===== config.mk =====
export PLATFORM = sky130hd
export DESIGN_NAME = pic_uart_tx
export DESIGN_NICKNAME = d
export VERILOG_FILES = /design/src/rtl/pic_uart_tx_pkg.sv /design/src/rtl/pic_uart_tx_byte.sv /design/src/rtl/pic_uart_tx.sv
export SDC_FILE = /design/constraint.sdc
export NUM_CORES = 1
export LEC_CHECK = 0
export CORE_UTILIZATION = 55
export DETAILED_ROUTE_END_ITERATION = 12
export GPL_ROUTABILITY_DRIVEN = 0
export PLACE_DENSITY_LB_ADDON = 0.1
export SYNTH_ARGS = -nofsm -noshare
export SYNTH_HDL_FRONTEND = slang
export SYNTH_SLANG_ARGS = --single-unit

===== constraint.sdc =====
create_clock -name sys_clk -period 2.8 [get_ports sys_clk]
set_input_delay 0.56 -clock sys_clk [delete_from_list [all_inputs] [get_ports sys_clk]]
set_output_delay 0.56 -clock sys_clk [all_outputs]
set_load 0.01 [all_outputs]

===== src/rtl/pic_uart_tx_pkg.sv =====
// Shared constants and state encodings for the UART picture link (TX and RX sides).
// Default timing targets a 50 MHz sys_clk at 9600 baud over a 128x128 RGB332 frame.
package pic_uart_tx_pkg;

  localparam int SYS_CLK_FREQ = 50_000_000;
  localparam int UART_BAUD    = 9600;
  localparam int BIT_CYC      = SYS_CLK_FREQ / UART_BAUD;
  localparam int BAUD_CNT_W   = $clog2(BIT_CYC);
  localparam int PIC_BYTES    = 128 * 128;
  localparam int PIC_ADDR_W   = 14;

  typedef enum logic [2:0] {
    F_IDLE,
    F_FETCH,
    F_LOAD,
    F_SEND,
    F_DONE
  } frame_state_t;

  typedef enum logic [1:0] {
    B_IDLE,
    B_START,
    B_DATA,
    B_STOP
  } byte_state_t;

endpackage


===== src/rtl/pic_uart_tx_byte.sv =====
// 8N1 byte serializer with valid/ready handshake, LSB first.
// tx is registered from the current state, so the line lags the state by one cycle.
module uart_tx_byte import pic_uart_tx_pkg::*; #(
  parameter int BIT_TICKS = BIT_CYC,
  parameter int CNT_W     = (BIT_TICKS > 1) ? $clog2(BIT_TICKS) : 1
) (
  input  logic       clk,
  input  logic       rst,
  input  logic       valid,
  input  logic [7:0] data,
  output logic       ready,
  output logic       tx
);

  localparam logic [CNT_W-1:0] LAST_TICK = CNT_W'(BIT_TICKS - 1);

  byte_state_t      state;
  logic [CNT_W-1:0] baud_cnt;
  logic [2:0]       bit_cnt;
  logic [7:0]       shreg;
  logic             bit_end;

  assign bit_end = (baud_cnt == LAST_TICK);
  // Ready also in the final stop-bit cycle so a waiting producer can react without a bubble.
  assign ready   = (state == B_IDLE) || ((state == B_STOP) && bit_end);

  always_ff @(posedge clk) begin
    if (rst) begin
      state    <= B_IDLE;
      baud_cnt <= '0;
      bit_cnt  <= '0;
      shreg    <= '0;
      tx       <= 1'b1;
    end else begin
      case (state)
        B_START: tx <= 1'b0;
        B_DATA:  tx <= shreg[0];
        default: tx <= 1'b1;
      endcase

      case (state)
        B_IDLE: begin
          baud_cnt <= '0;
          bit_cnt  <= '0;
          if (valid) begin
            shreg <= data;
            state <= B_START;
          end
        end
        B_START: begin
          if (bit_end) begin
            baud_cnt <= '0;
            state    <= B_DATA;
          end else begin
            baud_cnt <= baud_cnt + CNT_W'(1);
          end
        end
        B_DATA: begin
          if (bit_end) begin
            baud_cnt <= '0;
            shreg    <= {1'b0, shreg[7:1]};
            bit_cnt  <= bit_cnt + 3'd1;
            if (bit_cnt == 3'd7) begin
              state <= B_STOP;
            end
          end else begin
            baud_cnt <= baud_cnt + CNT_W'(1);
          end
        end
        B_STOP: begin
          if (bit_end) begin
            baud_cnt <= '0;
            if (valid) begin
              shreg <= data;
              state <= B_START;
            end else begin
              state <= B_IDLE;
            end
          end else begin
            baud_cnt <= baud_cnt + CNT_W'(1);
          end
        end
        default: state <= B_IDLE;
      endcase
    end
  end

endmodule


===== src/rtl/pic_uart_tx.sv =====
// Frame read-back: walks the picture RAM in address order and hands each byte to the
// UART serializer; FETCH covers the RAM's one-cycle read latency, LOAD presents the byte.
module pic_uart_tx import pic_uart_tx_pkg::*; #(
  parameter int CLK_FREQ = SYS_CLK_FREQ,
  parameter int BAUD     = UART_BAUD,
  parameter int PIC_SIZE = PIC_BYTES,
  parameter int ADDR_W   = PIC_ADDR_W
) (
  input  logic              sys_clk,
  input  logic              sys_rst,
  input  logic              start,
  output logic [ADDR_W-1:0] rd_addr,
  input  logic [7:0]        rd_data,
  output logic              tx,
  output logic              busy,
  output logic              done
);

  localparam int               BIT_TICKS = CLK_FREQ / BAUD;
  localparam logic [ADDR_W-1:0] LAST_ADDR = ADDR_W'(PIC_SIZE - 1);

  frame_state_t state;
  logic         byte_valid;
  logic         byte_ready;

  assign byte_valid = (state == F_LOAD);

  uart_tx_byte #(
    .BIT_TICKS(BIT_TICKS)
  ) u_byte (
    .clk  (sys_clk),
    .rst  (sys_rst),
    .valid(byte_valid),
    .data (rd_data),
    .ready(byte_ready),
    .tx   (tx)
  );

  always_ff @(posedge sys_clk) begin
    if (sys_rst) begin
      state   <= F_IDLE;
      rd_addr <= '0;
      busy    <= 1'b0;
      done    <= 1'b0;
    end else begin
      done <= 1'b0;
      case (state)
        F_IDLE: begin
          if (start) begin
            busy  <= 1'b1;
            state <= F_FETCH;
          end
        end
        F_FETCH: state <= F_LOAD;
        F_LOAD: begin
          if (byte_ready) begin
            state <= F_SEND;
          end
        end
        // Advance in the last stop-bit cycle so the inter-byte gap is only FETCH+LOAD.
        F_SEND: begin
          if (byte_ready) begin
            if (rd_addr == LAST_ADDR) begin
              rd_addr <= '0;
              state   <= F_DONE;
            end else begin
              rd_addr <= rd_addr + ADDR_W'(1);
              state   <= F_FETCH;
            end
          end
        end
        F_DONE: begin
          done  <= 1'b1;
          busy  <= 1'b0;
          state <= F_IDLE;
        end
        default: state <= F_IDLE;
      endcase
    end
  end

endmodule


==> key figures, run 1 <==
Timing
  – Setup TNS after final layout: 0 ns
  – Max Freq: 0.448 GHz
  – Tightest Pin Transition: 0.762 ns
  – Worst clock skew: 0.00509 ns
  – Final number of setup-violating endpoints: 0
  – Remaining max-slew budget at the tightest pin: 49.2%
  – Unrepaired setup endpoints after global routing: no
  – Period utilisation layout: 79.8%
  – Final hold vios: 0
  – Smallest setup slack after layout: 0.566 ns
  – Final period demand of the worst path: 2.23 ns
  – Final number of max-transition violations: 0

Layout
  – Proportion of layout cells with a drive suffix above 1: 5.76%
  – Most frequent cells in the layout: sky130_fd_sc_hd__nor2_1, sky130_fd_sc_hd__dfxtp_1, sky130_fd_sc_hd__clkdlybuf4s50_1
  – Layout Nets: 297
  – N_diodes: 0
  – Synth-to-layout area growth: 16.4%

Clock tree
  – CTS H-Tree Depth: 2
  – Clk sink count: 46
  – Clock tree from TritonCTS: built
  – Clock slew at reported path FFs: 0.08 ns
  – Number of post-CTS setup repair buffers: 0
  – Clock root cell: sky130_fd_sc_hd__clkbuf_8
  – Clock latency on the worst-skew pair: 0.30 ns
  – Total of cells resized after clock tree synthesis: 0
  – CTS Buf Count: 5
  – CTS hold repair buffers: 0
  – Buffer levels on the longest clock path: 2

Logic synthesis
  – Post-synthesis net count: 272
  – Synth Instances: 253
  – Largest area contributor in the synthesized netlist: sky130_fd_sc_hd__dfxtp_1
  – Post-synth EDFFs: 0
  – Top FF cell, synth: sky130_fd_sc_hd__dfxtp_1
  – Proportion of register bits with asynchronous set or reset after synthesis: 0%
  – Share of synthesized area spent on multiplexers: 5.34%
  – Compound-Gate Fraction of Synth Area: 12.9%
  – Sequential area share after synthesis: 40.9%
  – Mapped cell area: 2250 um^2
  – Netlist cell types: 43
  – Dominant combinational cell family by area after synthesis: simple AND/OR/NAND/NOR gates
  – Number of flip-flops and latches in the synthesized netlist: 46
  – Synthesis Warnings: 0
  – Synthesized-area fraction occupied by adder cells: 4.45%
  – Synthesized area divided by synthesized cell count: 8.89 um^2
  – Xor and xnor area share after synthesis: 6.62%
  – Simple-gate portion of the synthesized area: 25.4%
  – Area share of the largest cell type after synthesis: 40.9%
  – Cells taking the most area after synthesis: sky130_fd_sc_hd__dfxtp_1, sky130_fd_sc_hd__nor2_1, sky130_fd_sc_hd__mux2i_1, sky130_fd_sc_hd__xnor2_1, sky130_fd_sc_hd__ha_1

Routing
  – DRT Wirelength: 4550 um
  – Initial DRC count: 81
  – Drt drc: 0
  – Number of detailed-routing iterations run before antenna repair: 4
  – Number of vias per cell after detailed routing: 5.73
  – Post-detailed-route count of antenna-violating nets: 0
  – Wire per inst: 14.0 um
  – Overall via count from detail_route: 1868

Worst hold path
  – Worst hold start: u_byte.shreg[7]
  – Worst hold endpoint: u_byte.shreg[7]
  – Worst Hold Path Cells: 2
  – Worst hold path type: flip-flop to flip-flop

Setup path
  – Top cell family by delay on the critical path: simple AND/OR/NAND/NOR gates
  – Critical path capture point type: flip-flop
  – CP Buf/Inv Count: 0
  – Internal reg-to-reg setup slack: 0.57 ns
  – Source of the worst register-to-register timing path: u_byte.baud_cnt[0]
  – CP cell instances: ha_1, and4b_1, a41oi_4, or2_0, or4_1, a21oi_1
  – Beginning of the critical path: u_byte.baud_cnt[0]
  – Cell with the largest stage delay on the worst path: sky130_fd_sc_hd__or4_1
  – Worst endpoint required time: 3.03 ns
  – Data arrival time at the worst-slack endpoint: 2.46 ns
  – Number of cells traversed by the worst register-to-register path: 6
  – Crit Path Max Fanout: 10
  – Start-to-end type of the worst setup path: flip-flop to flip-flop
  – Reg-to-reg endpoint: rd_addr[9]
  – Nature of the critical path startpoint: flip-flop
  – Critical Path Max Stage Delay: 0.53 ns

Pwr
  – Switch share: 28.7%
  – Fraction of power consumed by combinational cells: 19.4%
  – Relative contribution of sequential cells to total power: 53.1%
  – Peak supply drop: 347 uV
  – Share of total power in the clock network: 27.5%
  – Sw Pwr: 0.000397 W
  – Leakage power: 0.854 nW
  – Internal Dissipation: 0.000986 W
  – Power Dens Cells: 528 nW/um^2

Global routing
  – Initial antenna violation count: 0
  – Pin count of the biggest net entering global routing: 34
  – Global-route usage over all layers: 23.0%
  – First-pass GRT wire length: 7620 um
  – Total gr overflow: 0
  – Vias in the first global route: 1709

Place
  – Worst Setup Slack post-DPL: 0.591 ns
  – Detailed placer's ending HPWL: 3130 um
  – IO Port Bufs: 27

Status
  – Result of the run: complete, no violations

Floorplanning
  – Number of I/O pins: 28
  – Placeable core region: 3800 um^2
  – Die area: 4350 um^2
  – Width of the die: 66.0 um
  – Number of placement rows: 22
  – Overall die height: 66.0 um
  – Initial core utilization: 59.2%

Run
  – Maximum capacitance violations: 0
==> kinds of logic (layout without fill, tap and decap cells) <==
logic type,Yosys count,after routing
and+or+nand+nor,109,109
adders and majority gates,8,8
buffers and inverters,22,47
AOI/OAI and AO/OA,39,39
xor gates and xnor gates,17,17
DFF,46,46
muxes,12,12
==> layer usage <==
metal | vias up | track usage, % | routed length (um) | part of all wire, %
met4 | 0 | 9.84 | 75 | 1.6
met2 | 43 | 40.2 | 2180 | 48
met1 | 866 | 27.4 | 2140 | 47
met3 | 8 | 3.79 | 153 | 3.4
met5 | - | 0 | 0 | 0
li1 | 951 | - | - | -
==> cells in the mapped netlist, types with 2 or more instances <==
| cell | count |
|---|---|
| sky130_fd_sc_hd__dfxtp_1 | 46 |
| sky130_fd_sc_hd__nor2_1 | 46 |
| sky130_fd_sc_hd__mux2i_1 | 12 |
| sky130_fd_sc_hd__xnor2_1 | 12 |
| sky130_fd_sc_hd__a21oi_1 | 11 |
| sky130_fd_sc_hd__inv_1 | 10 |
| sky130_fd_sc_hd__nand2_1 | 10 |
| sky130_fd_sc_hd__nand3_1 | 9 |
| sky130_fd_sc_hd__nor3_1 | 9 |
| sky130_fd_sc_hd__a211oi_1 | 8 |
| sky130_fd_sc_hd__ha_1 | 8 |
| sky130_fd_sc_hd__clkbuf_1 | 6 |
| sky130_fd_sc_hd__nand3b_1 | 5 |
| sky130_fd_sc_hd__nor4_1 | 5 |
| sky130_fd_sc_hd__xor2_1 | 5 |
| sky130_fd_sc_hd__buf_2 | 4 |
| sky130_fd_sc_hd__nand4_1 | 4 |
| sky130_fd_sc_hd__o21ai_0 | 4 |
| sky130_fd_sc_hd__a31oi_1 | 3 |
| sky130_fd_sc_hd__nand2b_1 | 3 |
| sky130_fd_sc_hd__or3_1 | 3 |
| sky130_fd_sc_hd__a311oi_1 | 2 |
| sky130_fd_sc_hd__a32oi_1 | 2 |
| sky130_fd_sc_hd__a41oi_1 | 2 |
| sky130_fd_sc_hd__and3_1 | 2 |
| sky130_fd_sc_hd__and3_2 | 2 |
| sky130_fd_sc_hd__and4bb_2 | 2 |
| sky130_fd_sc_hd__nor3b_1 | 2 |
| sky130_fd_sc_hd__nor4b_1 | 2 |
==> power groups by stage <==
stage          clock [W]  sequential (W)  combinational, W
3_3_place_gp           0        0.000747          0.000258
2_1_floorplan          0        0.000738          0.000217
6_report        0.000381        0.000734          0.000268
4_1_cts         0.000390        0.000734          0.000269
3_5_place_dp           0        0.000750          0.000267
5_1_grt         0.000413        0.000739          0.000300
==> registers in the layout, indices dropped and copies added, names as in the netlist, 2 cells and up <==
register	cells
rd_addr	14
u_byte.baud_cnt	13
u_byte.shreg	8
state	3
u_byte.bit_cnt	3
u_byte.state	2
==> metrics by stage <==
step	hold slack (ns)	power (W)	std cells	instance area [um^2]	utilization, %
2_1_floorplan	0.430	0.000954	253	2250	-
3_3_place_gp	0.445	0.00100	319	2540	66.9
3_5_place_dp	0.462	0.00102	319	2540	66.9
4_1_cts	0.476	0.00139	326	2620	68.9
5_1_grt	0.507	0.00145	326	2620	68.9
6_report	0.474	0.00138	326	2620	68.9
==> final cells by class <==
class	instances	area (um^2)
clock buffer	7	76.3
fill	334	1180
inverter	10	37.5
multi-input combinational	185	1230
sequential	46	921
tap	48	60.1
timing repair buffer	30	293
==> worst max-delay path by stage <==
stage	to	slack (ns)	cells after the start
floorplan	rd_addr[9]	0.76	7
global placement	rd_addr[9]	0.69	6
detailed placement	rd_addr[9]	0.59	6
CTS	rd_addr[9]	0.56	6
global route	rd_addr[9]	0.45	6
finish	rd_addr[9]	0.57	6
==> worst min-delay path, stage by stage (launching register included) <==
cell and delay [ns]:
sky130_fd_sc_hd__dfxtp_1 0.31, sky130_fd_sc_hd__nand2b_1 0.06, sky130_fd_sc_hd__a21oi_1 0.05
Note: power is estimated with default switching activity, not from simulation.
==> inputs of run 2 (changes only) <==
--- a/config.mk
+++ b/config.mk
@@ -5,7 +5,7 @@
 export SDC_FILE = /design/constraint.sdc
 export NUM_CORES = 1
 export LEC_CHECK = 0
-export CORE_UTILIZATION = 55
+export CORE_UTILIZATION = 49
 export DETAILED_ROUTE_END_ITERATION = 12
 export GPL_ROUTABILITY_DRIVEN = 0
 export PLACE_DENSITY_LB_ADDON = 0.1
==> constraint.sdc (replaced) <==
create_clock -name sys_clk -period 1.9 [get_ports sys_clk]
set_input_delay 0.38 -clock sys_clk [delete_from_list [all_inputs] [get_ports sys_clk]]
set_output_delay 0.38 -clock sys_clk [all_outputs]
set_load 0.01 [all_outputs]
==> run 2 against run 1 <==
  * Wire length up 2.2%
  * Count of clock-buffer cells in the layout unchanged
  * Sequential cell count stayed put
  * Fmax is 21% higher
  * Utilization down 3.6 points
  * Hold slack got worse by 0.029 ns
  * Highest routed layer unchanged
==> key figures, run 2 (synthesis results as in run 1) <==
Status
  – Result of the run: complete, no violations (unchanged)

Global routing
  – Total gr overflow: 0 (unchanged)
  – Global-route usage over all layers: 20.2% (was 23.0%)
  – Vias in the first global route: 1727 (was 1709)
  – Pin count of the biggest net entering global routing: 34 (unchanged)
  – First-pass GRT wire length: 8050 um (was 7620 um)
  – Initial antenna violation count: 0 (unchanged)

Timing
  – Unrepaired setup endpoints after global routing: yes (was no)
  – Remaining max-slew budget at the tightest pin: 69.8% (was 49.2%)
  – Final hold vios: 0 (unchanged)
  – Final number of setup-violating endpoints: 0 (unchanged)
  – Setup TNS after final layout: 0 ns (unchanged)
  – Max Freq: 0.541 GHz (was 0.448 GHz)
  – Final period demand of the worst path: 1.85 ns (was 2.23 ns)
  – Final number of max-transition violations: 0 (unchanged)
  – Worst clock skew: 0.00234 ns (was 0.00509 ns)
  – Period utilisation layout: 97.2% (was 79.8%)
  – Tightest Pin Transition: 0.453 ns (was 0.762 ns)

Pwr
  – Internal Dissipation: 0.00154 W (was 0.000986 W)
  – Relative contribution of sequential cells to total power: 50.2% (was 53.1%)
  – Peak supply drop: 515 uV (was 347 uV)
  – Share of total power in the clock network: 28.8% (was 27.5%)
  – Total Power Consumption: 0.00215 W (was 0.00138 W)
  – Leakage power: 0.986 nW (was 0.854 nW)
  – Fraction of power consumed by combinational cells: 21.0% (was 19.4%)
  – Power Dens Cells: 752 nW/um^2 (was 528 nW/um^2)
  – Switch share: 28.5% (was 28.7%)
  – Sw Pwr: 0.000613 W (was 0.000397 W)

Floorplanning
  – Placeable core region: 4380 um^2 (was 3800 um^2)
  – Initial core utilization: 51.3% (was 59.2%)
  – Number of I/O pins: 28 (unchanged)
  – Die area: 4870 um^2 (was 4350 um^2)
  – Width of the die: 69.8 um (was 66.0 um)
  – Overall die height: 69.8 um (was 66.0 um)
  – Number of placement rows: 24 (was 22)

Setup path
  – Worst endpoint required time: 2.13 ns (was 3.03 ns)
  – Number of cells traversed by the worst register-to-register path: 6 (unchanged)
  – CP cell instances: ha_4, and4b_2, a41oi_4, or2_4, or4_1, a21oi_2 (was ha_1, and4b_1, a41oi_4, or2_0, or4_1, a21oi_1)
  – Start-to-end type of the worst setup path: flip-flop to flip-flop (unchanged)
  – Nature of the critical path startpoint: flip-flop (unchanged)
  – Critical path capture point type: flip-flop (unchanged)
  – Crit Path Max Fanout: 5 (was 10)
  – Internal reg-to-reg setup slack: 0.05 ns (was 0.57 ns)
  – Critical Path Max Stage Delay: 0.42 ns (was 0.53 ns)
  – Cell with the largest stage delay on the worst path: sky130_fd_sc_hd__or4_1 (unchanged)
  – Data arrival time at the worst-slack endpoint: 2.08 ns (was 2.46 ns)

Place
  – IO Port Bufs: 27 (unchanged)
  – Detailed placer's ending HPWL: 3240 um (was 3130 um)
  – Count of placed standard cells including taps: 346 (was 319)

Routing
  – Number of vias per cell after detailed routing: 5.37 (was 5.73)
  – Drt drc: 0 (unchanged)
  – Overall via count from detail_route: 1902 (was 1868)
  – Wire per inst: 13.1 um (was 14.0 um)
  – Detailed-route wire length on metal 1: 2330 um (was 2140 um)
  – Post-detailed-route count of antenna-violating nets: 0 (unchanged)
  – Number of detailed-routing iterations run before antenna repair: 4 (unchanged)
  – DR WL met3: 168 um (was 153 um)
  – Met2 Routed Length: 2110 um (was 2180 um)
  – DRT Wirelength: 4650 um (was 4550 um)
  – Uppermost layer routed: met4 (unchanged)
  – Initial DRC count: 88 (was 81)

Clock tree
  – Clock root cell: sky130_fd_sc_hd__clkbuf_8 (unchanged)
  – Clock slew at reported path FFs: 0.08 ns (about the same)
  – Clock latency on the worst-skew pair: 0.29 ns (was 0.30 ns)
  – CTS Buf Count: 5 (unchanged)
  – CTS H-Tree Depth: 2 (unchanged)
  – CTS hold repair buffers: 0 (unchanged)
  – Clk sink count: 46 (unchanged)
  – Buffer levels on the longest clock path: 2 (unchanged)
  – Clock tree from TritonCTS: built (unchanged)

Layout
  – Final standard cell count with taps included and fillers excluded: 354 (was 326)
  – Most frequent cells in the layout: sky130_fd_sc_hd__nor2_1, sky130_fd_sc_hd__dfxtp_1, sky130_fd_sc_hd__clkdlybuf4s50_1 (unchanged)
  – Layout Nets: 320 (was 297)
  – Layout fillers: 400 (was 334)
  – Top Registers: rd_addr (14), u_byte.baud_cnt (13), u_byte.shreg (8) (unchanged)
  – Core utilization of the finished layout: 65.3% (was 68.9%)
  – Most common library cell in the layout ignoring fill and taps: sky130_fd_sc_hd__nor2_1
  – N_diodes: 0 (unchanged)
  – Number of flip-flops under the largest register name: 14 (unchanged)
  – Proportion of layout cells with a drive suffix above 1: 16.6% (was 5.76%)
  – Register with the most flip-flops: rd_addr (unchanged)
  – Synth-to-layout area growth: 27.2% (was 16.4%)

Run
  – Maximum capacitance violations: 0 (unchanged)

Worst hold path
  – Worst Hold Path Cells: 1 (was 2)
  – Worst hold path type: flip-flop to flip-flop (unchanged)
-- run 2: area by class of cell --
type	count	area [um^2]	share of cell area, %
timing repair buffer	53	465	16.3
sequential	46	928	32.4
clock inverter	1	5.00	0.175
tap	52	65.1	2.27
clock buffer	7	86.3	3.02
multi-input combinational	185	1270	44.5
inverter	10	37.5	1.31
-- run 2: metrics by stage --
stage	area (um^2)	setup slack, ns	hold WS, ns
finish	2860	0.0526	0.444
floorplan	2260	0.0126	0.432
detailed placement	2730	-0.0766	0.445
global route	2860	-0.0284	0.466
CTS	2830	0.00205	0.457
global placement	2730	-0.0353	0.442
-- run 2: worst paths after layout --
check | start | end
setup reg to reg | u_byte.baud_cnt[1] | rd_addr[9]
hold reg to reg | u_byte.baud_cnt[0] | u_byte.baud_cnt[0]
hold / removal | u_byte.baud_cnt[0] | u_byte.baud_cnt[0]
setup / recovery | u_byte.baud_cnt[1] | rd_addr[9]
-- run 2: per-layer routing --
| metal | track usage (%) | up-vias |
|---|---|---|
| met4 | 8.00 | 0 |
| met1 | 27.8 | 867 |
| met2 | 30.6 | 31 |
| met3 | 4.94 | 4 |
| li1 | - | 1000 |
| met5 | 0 | - |
-- run 2: what timing repair did --
item	4_1_cts	5_1_grt
buffers inserted	0	0
resized for setup	2	8
endpoints found under the setup margin	1	12
gates cloned	0	0
pin swaps	0	2
-- run 2: worst max-delay path: cells and delay by family, from the launching register on --
| family | cells | cell delay (ns) |
|---|---|---|
| AO/OA/AOI/OAI | 2 | 0.30 |
| adder cells (fa/ha/maj) | 1 | 0.15 |
| flip-flops | 1 | 0.37 |
| AND/OR/NAND/NOR | 3 | 0.97 |
-- run 2: power groups by stage --
stage / registers, W / logic (W) / clock network (W)
6_report: 0.00108 / 0.000451 / 0.000621
5_1_grt: 0.00109 / 0.000508 / 0.000666
4_1_cts: 0.00108 / 0.000438 / 0.000636
3_5_place_dp: 0.00110 / 0.000435 / 0
3_3_place_gp: 0.00110 / 0.000428 / 0
2_1_floorplan: 0.00109 / 0.000320 / 0
==> inputs of run 3 (changes only) <==
--- a/config.mk
+++ b/config.mk
@@ -5,6 +5,7 @@
 export SDC_FILE = /design/constraint.sdc
 export NUM_CORES = 1
 export LEC_CHECK = 0
+export CAP_MARGIN = 0
 export CORE_UTILIZATION = 49
 export DETAILED_ROUTE_END_ITERATION = 12
 export GPL_ROUTABILITY_DRIVEN = 0
==> results of run 3 <==
Same layout as run 2: the final DEF is identical, and so are final timing and power.
